File: config.mk
export PLATFORM = sky130hd
export DESIGN_NAME = countdown_timer_ctrl
export DESIGN_NICKNAME = d
export VERILOG_FILES = /design/src/rtl/countdown_timer_ctrl.sv
export SDC_FILE = /design/constraint.sdc
export NUM_CORES = 1
export LEC_CHECK = 0
export CAP_MARGIN = 25
export CORE_UTILIZATION = 62
export CTS_BUF_LIST = sky130_fd_sc_hd__clkbuf_4
export DETAILED_ROUTE_END_ITERATION = 7
export HOLD_SLACK_MARGIN = 0.06
export PLACE_DENSITY = 0.87
export SLEW_MARGIN = 30
export SYNTH_ARGS = -nofsm -noshare
export SYNTH_HDL_FRONTEND = slang
export SYNTH_SLANG_ARGS = --single-unit
File: constraint.sdc
create_clock -name clk -period 5.8 [get_ports clk]
set_clock_uncertainty 0.2 [all_clocks]
set_input_delay 1.45 -clock clk [delete_from_list [all_inputs] [get_ports clk]]
set_output_delay 1.45 -clock clk [all_outputs]
set_load 0.01 [all_outputs]
File: src/rtl/countdown_timer_ctrl.sv
// Run/pause/done controller for a two-digit BCD down-counter: key edges, prescaled count ticks, alarm blink.
// Optional build macro ALARM_TIMEOUT_EN adds an automatic DONE->IDLE exit after ALARM_CYCLES cycles.
module countdown_timer_ctrl #(
    parameter int unsigned TICK_DIV     = 50_000_000,
    parameter int unsigned BLINK_DIV    = 12_500_000,
    parameter int unsigned ALARM_CYCLES = 500_000_000
) (
    input  logic       clk,
    input  logic       reset,
    input  logic       start_key,
    input  logic       pause_key,
    input  logic [7:0] data_sw,
    input  logic [7:0] count_in,
    input  logic       tc_in,
    output logic       load_n,
    output logic       ena,
    output logic       ena_cnt,
    output logic [7:0] data_init,
    output logic [1:0] state,
    output logic       alarm,
    output logic       blink
);

    localparam int unsigned PRE_W = $clog2(TICK_DIV);
    localparam int unsigned BLK_W = (BLINK_DIV > 1) ? $clog2(BLINK_DIV) : 1;
    localparam logic [PRE_W-1:0] PRE_LAST = PRE_W'(TICK_DIV - 1);
    localparam logic [BLK_W-1:0] BLK_LAST = BLK_W'(BLINK_DIV - 1);

    if (TICK_DIV < 2 || BLINK_DIV < 1 || ALARM_CYCLES < 1) begin : g_bad_cfg
        $error("countdown_timer_ctrl: TICK_DIV must be >=2, BLINK_DIV and ALARM_CYCLES >=1");
    end

    typedef enum logic [1:0] {
        ST_IDLE  = 2'b00,
        ST_RUN   = 2'b01,
        ST_PAUSE = 2'b10,
        ST_DONE  = 2'b11
    } state_e;

    state_e           state_q, state_d;
    logic             start_q, pause_q;
    logic [7:0]       data_init_q, data_init_d;
    logic [PRE_W-1:0] presc_q, presc_d;
    logic             ena_q;
    logic             ena_cnt_q, ena_cnt_d;
    logic             alarm_q, alarm_d;
    logic             blink_q, blink_d;
    logic [BLK_W-1:0] blk_cnt_q, blk_cnt_d;

    logic start_rise, pause_rise;
    logic data_ok, data_zero;
    logic timeout_hit;

    assign start_rise = start_key & ~start_q;
    assign pause_rise = pause_key & ~pause_q;
    assign data_ok    = (data_init_q[7:4] <= 4'd9) && (data_init_q[3:0] <= 4'd9);
    assign data_zero  = (data_init_q == 8'h00);

`ifdef ALARM_TIMEOUT_EN
    localparam int unsigned TMR_W = (ALARM_CYCLES > 1) ? $clog2(ALARM_CYCLES) : 1;
    localparam logic [TMR_W-1:0] TMR_LAST = TMR_W'(ALARM_CYCLES - 1);

    logic [TMR_W-1:0] tmr_q, tmr_d;

    // Cycles spent in DONE since entry; cleared whenever DONE is (re)entered.
    always_comb begin
        tmr_d = '0;
        if (state_q == ST_DONE && state_d == ST_DONE) begin
            tmr_d = tmr_q + TMR_W'(1);
        end
    end

    always_ff @(posedge clk) begin
        if (reset) begin
            tmr_q <= '0;
        end else begin
            tmr_q <= tmr_d;
        end
    end

    assign timeout_hit = (tmr_q == TMR_LAST);
`else
    assign timeout_hit = 1'b0;
`endif

    always_ff @(posedge clk) begin
        if (reset) begin
            state_q     <= ST_IDLE;
            start_q     <= 1'b1;
            pause_q     <= 1'b1;
            data_init_q <= 8'h00;
            presc_q     <= '0;
            ena_q       <= 1'b0;
            ena_cnt_q   <= 1'b0;
            alarm_q     <= 1'b0;
            blink_q     <= 1'b0;
            blk_cnt_q   <= '0;
        end else begin
            state_q     <= state_d;
            start_q     <= start_key;
            pause_q     <= pause_key;
            data_init_q <= data_init_d;
            presc_q     <= presc_d;
            ena_q       <= 1'b1;
            ena_cnt_q   <= ena_cnt_d;
            alarm_q     <= alarm_d;
            blink_q     <= blink_d;
            blk_cnt_q   <= blk_cnt_d;
        end
    end

    always_comb begin
        state_d     = state_q;
        data_init_d = data_init_q;
        presc_d     = presc_q;
        ena_cnt_d   = 1'b0;
        alarm_d     = 1'b0;
        blink_d     = 1'b0;
        blk_cnt_d   = '0;

        case (state_q)
            ST_IDLE: begin
                if (start_rise) begin
                    if (data_zero) begin
                        state_d = ST_DONE;
                    end else if (data_ok) begin
                        state_d = ST_RUN;
                    end
                end
            end
            ST_RUN: begin
                if (tc_in && count_in == 8'h00) begin
                    state_d = ST_DONE;
                end else if (pause_rise) begin
                    state_d = ST_PAUSE;
                end
            end
            ST_PAUSE: begin
                if (start_rise) begin
                    state_d = ST_IDLE;
                end else if (pause_rise) begin
                    state_d = ST_RUN;
                end
            end
            ST_DONE: begin
                if (start_rise || timeout_hit) begin
                    state_d = ST_IDLE;
                end
            end
            default: state_d = ST_IDLE;
        endcase

        // A wrap coinciding with leaving RUN is held, so the tick is issued after resume rather than lost.
        if (state_q == ST_IDLE) begin
            data_init_d = data_sw;
            presc_d     = '0;
        end else if (state_q == ST_RUN && state_d == ST_RUN) begin
            if (presc_q == PRE_LAST) begin
                presc_d   = '0;
                ena_cnt_d = ~tc_in;
            end else begin
                presc_d = presc_q + PRE_W'(1);
            end
        end

        alarm_d = (state_d == ST_DONE);
        if (state_d == ST_DONE) begin
            if (state_q != ST_DONE) begin
                blink_d   = 1'b1;
                blk_cnt_d = '0;
            end else if (blk_cnt_q == BLK_LAST) begin
                blink_d   = ~blink_q;
                blk_cnt_d = '0;
            end else begin
                blink_d   = blink_q;
                blk_cnt_d = blk_cnt_q + BLK_W'(1);
            end
        end
    end

    assign load_n    = (state_q != ST_IDLE);
    assign ena       = ena_q;
    assign ena_cnt   = ena_cnt_q;
    assign data_init = data_init_q;
    assign state     = state_q;
    assign alarm     = alarm_q;
    assign blink     = blink_q;

endmodule

==> reports/metrics.yaml <==
timing:
  rsz0062_at_grt: "no"
  clock.fmax_mhz: 249
  post-route-min-period_ns: 4.02
  finalHoldViolations: 0
  worst_pin_slew_ns: 0.664
  post-route-period-util_pct: 69.4
  slew_viol_final: 0
  setup_violations: 0
  max-slew-margin-rel_pct: 55.6
  fin_setup_tns_ns: 0
clock_network:
  clock-sinks: 66
  clock_latency_ns: 0.40
  clk_path_buf_depth: 2
  cts_tree: "yes"
  htreeDepth: 3
  clockRootBuffer: "clkbuf_4"
  cts_setup_buffers: 0
  ctsResizeCount: 0
  clkTransAtPathRegs_ns: 0.10
  hold_buffers: 0
  cts_buffers: 9
floorplanning:
  dieArea_um2: 5180
  core-area_um2: 4720
  ioPinCount: 36
  fp.dieH_um: 71.9
  rows: 25
  fp.dieW_um: 71.9
  initial_utilization_pct: 64.2
placement:
  hpwl_um: 4580
  globalplace.congestion: 0.797
  place_area_um2: 3430
  place_inst: 445
  port_buffers: 35
pwr:
  power_switching_share_pct: 22.8
  pwr-share-comb_pct: 6.4
  total_power_uw: 798
  pwr-share-seq_pct: 58.2
  power_density_nw_per_um2: 225
  p_sw_uw: 182
  power.leakage_nw: 1.13
  power.share.clock_pct: 35.4
  irDropWorstVdd_uv: 189
  internal_power_uw: 616
setup_path:
  cp-end-kind: "primary output"
  required_ns: 4.15
  timing.rr.end: "presc_q[15]$_SDFFE_PP0P_"
  cp-start-kind: "flop"
  r2r_start: "state[0]$_SDFF_PP0_"
  ff2ff_path_depth: 6
  rrSetupSlack_ns: 3.17
  worstSetupPathType: "reg2out"
  crit_arrival_ns: 2.37
  crit_fanout: 11
final_layout:
  multi_input_area_um2: 1640
  final_area_um2: 3550
  drive_above_1_share_pct: 8.14
  nets: 412
  finalNonFillerCells: 460
  area_growth_pct: 17.0
  nFillCells: 355
  final_util_pct: 75.2
  seq_area_um2: 1320
  antennaDiodeCount: 0
worst_hold_path:
  hold_start: "blk_cnt_q[0]$_SDFF_PP0_"
  min_to: "blk_cnt_q[0]$_SDFF_PP0_"
  holdCritPathClass: "reg2reg"
  whs_path_depth: 1
routing:
  wl_per_cell_um: 13.7
  drc_errors: 0
  via_per_inst: 5.60
  routed_wl_um: 6290
  ant_nets: 0
  num_vias: 2574
  first_pass_iters: 4
  drtIter0Drc: 197
global_routing:
  grt_start_max_net_pins: 21
  grt.overflow.total: 0
  grt_pass1_wl_um: 10900
  grt_usage_pct: 26.9
  antenna_found_initial: 0
  first_global_vias: 2584
logic_synthesis:
  ys_ff_latch: 66
  synth_area_leaders: "dfxtp_1 (44%), xor2_1 (6.4%), nor2_1 (6.2%)"
  ys.flop_type: "dfxtp_1"
  synth_top_area_cell: "dfxtp_1"
  synthCells: 351
  synth_top_area_share_pct: 43.6
  synth_commonest_cells: "dfxtp_1 (66), nor2_1 (50), nand2_1 (39)"
  synth_nets: 374
  syn-cell-area_um2: 3030
  synth-edff-count: 0
  ys_seq_area_share_pct: 43.6
  postSynthAreaPerCell_um2: 8.64
  async_reset_ff_share_pct: 0
  synth_cell_types: 42
  yosysMostFrequentCell: "dfxtp_1"
  synth_warnings: 0
run_status:
  status: "completed"
run:
  maxCapViolations: 0
[cells by family after synthesis]
group	Yosys count	share of synthesized area, %
simple gates	189	34.5
flops	66	43.6
xor+xnor	35	10.1
fa+ha+maj	2	0.825
buf+inv	15	2.27
mux	2	0.660
compound gates	42	8.09
[layout by cell type, fill, tap and decap left out, drive strengths merged, types with 2 or more instances in the layout]
cell type and instances:
clkinv 5, or3 10, nor4bb 2, nand2 39
and2 6, a21oi 22, and4 2, or4 5
mux2i 2, clkbuf 10, nor4 9, clkdlybuf4s50 35
o31ai 4, nor2 50, nor3 7, and3 5
xor2 22, nor2b 3, nand4 22, o21ai 11
o21bai 2, nand3 23, xnor2 13, inv 5
ha 2, dfxtp 66, or2 4
[flip-flops by register name (all words and copies together), names as in the netlist]
signal,count
pause_q,1
presc_q,26
alarm,1
blink,1
data_init,8
ena,1
ena_cnt,1
state,2
start_q,1
blk_cnt_q,24
[power by group through the flow]
| stage | clock [mW] | sequential [mW] | combinational, mW |
|---|---|---|---|
| after floorplan | 0 | 0.476 | 0.0203 |
| after global placement | 0 | 0.474 | 0.0499 |
| after detailed placement | 0 | 0.474 | 0.0510 |
| after CTS | 0.285 | 0.464 | 0.0513 |
| after global routing | 0.306 | 0.465 | 0.0563 |
| final | 0.283 | 0.464 | 0.0510 |
[metrics by stage]
step           hold slack [ns]  setup WS, ns
6_report                 0.253          1.78
5_1_grt                  0.291          1.52
4_1_cts                  0.254          1.74
3_5_place_dp             0.238          1.65
3_3_place_gp             0.224          1.79
2_1_floorplan            0.218          2.70
[area by class of cell]
cell class / instances / area share [%]
multi-input cells: 270 / 46.3
flip-flops and latches: 66 / 37.2
repair buffers: 36 / 10.1
well taps: 67 / 2.36
clock buffers: 10 / 2.11
clock inverters: 5 / 1.30
inverters: 6 / 0.634
[worst max path at each step]
stage	from	endpoint	slack [ns]	cells after the start
floorplan	pause_key	presc_q[23]$_SDFFE_PP0P_	2.70	7
global placement	pause_key	blk_cnt_q[5]$_SDFF_PP0_	1.79	6
detailed placement	pause_key	blk_cnt_q[5]$_SDFF_PP0_	1.65	6
CTS	state[0]$_SDFF_PP0_	load_n	1.74	3
global route	state[0]$_SDFF_PP0_	load_n	1.52	3
finish	state[0]$_SDFF_PP0_	load_n	1.78	3
[critical path, stage by stage (launching register included)]
cell             delay (ns)
dfxtp_1                0.38
nor2_1                 0.55
clkinv_1               0.46
clkdlybuf4s50_1        0.59
[per-layer routing]
| metal | share of wire, % | vias up | track usage (%) |
|---|---|---|---|
| li1 | - | 1313 | - |
| met1 | 43 | 1194 | 30.6 |
| met2 | 50 | 53 | 47.5 |
| met3 | 4.1 | 14 | 5.42 |
| met4 | 2.6 | 0 | 14.6 |
| met5 | 0 | - | 0 |
No activity file was read; power rests on OpenSTA's default activity.
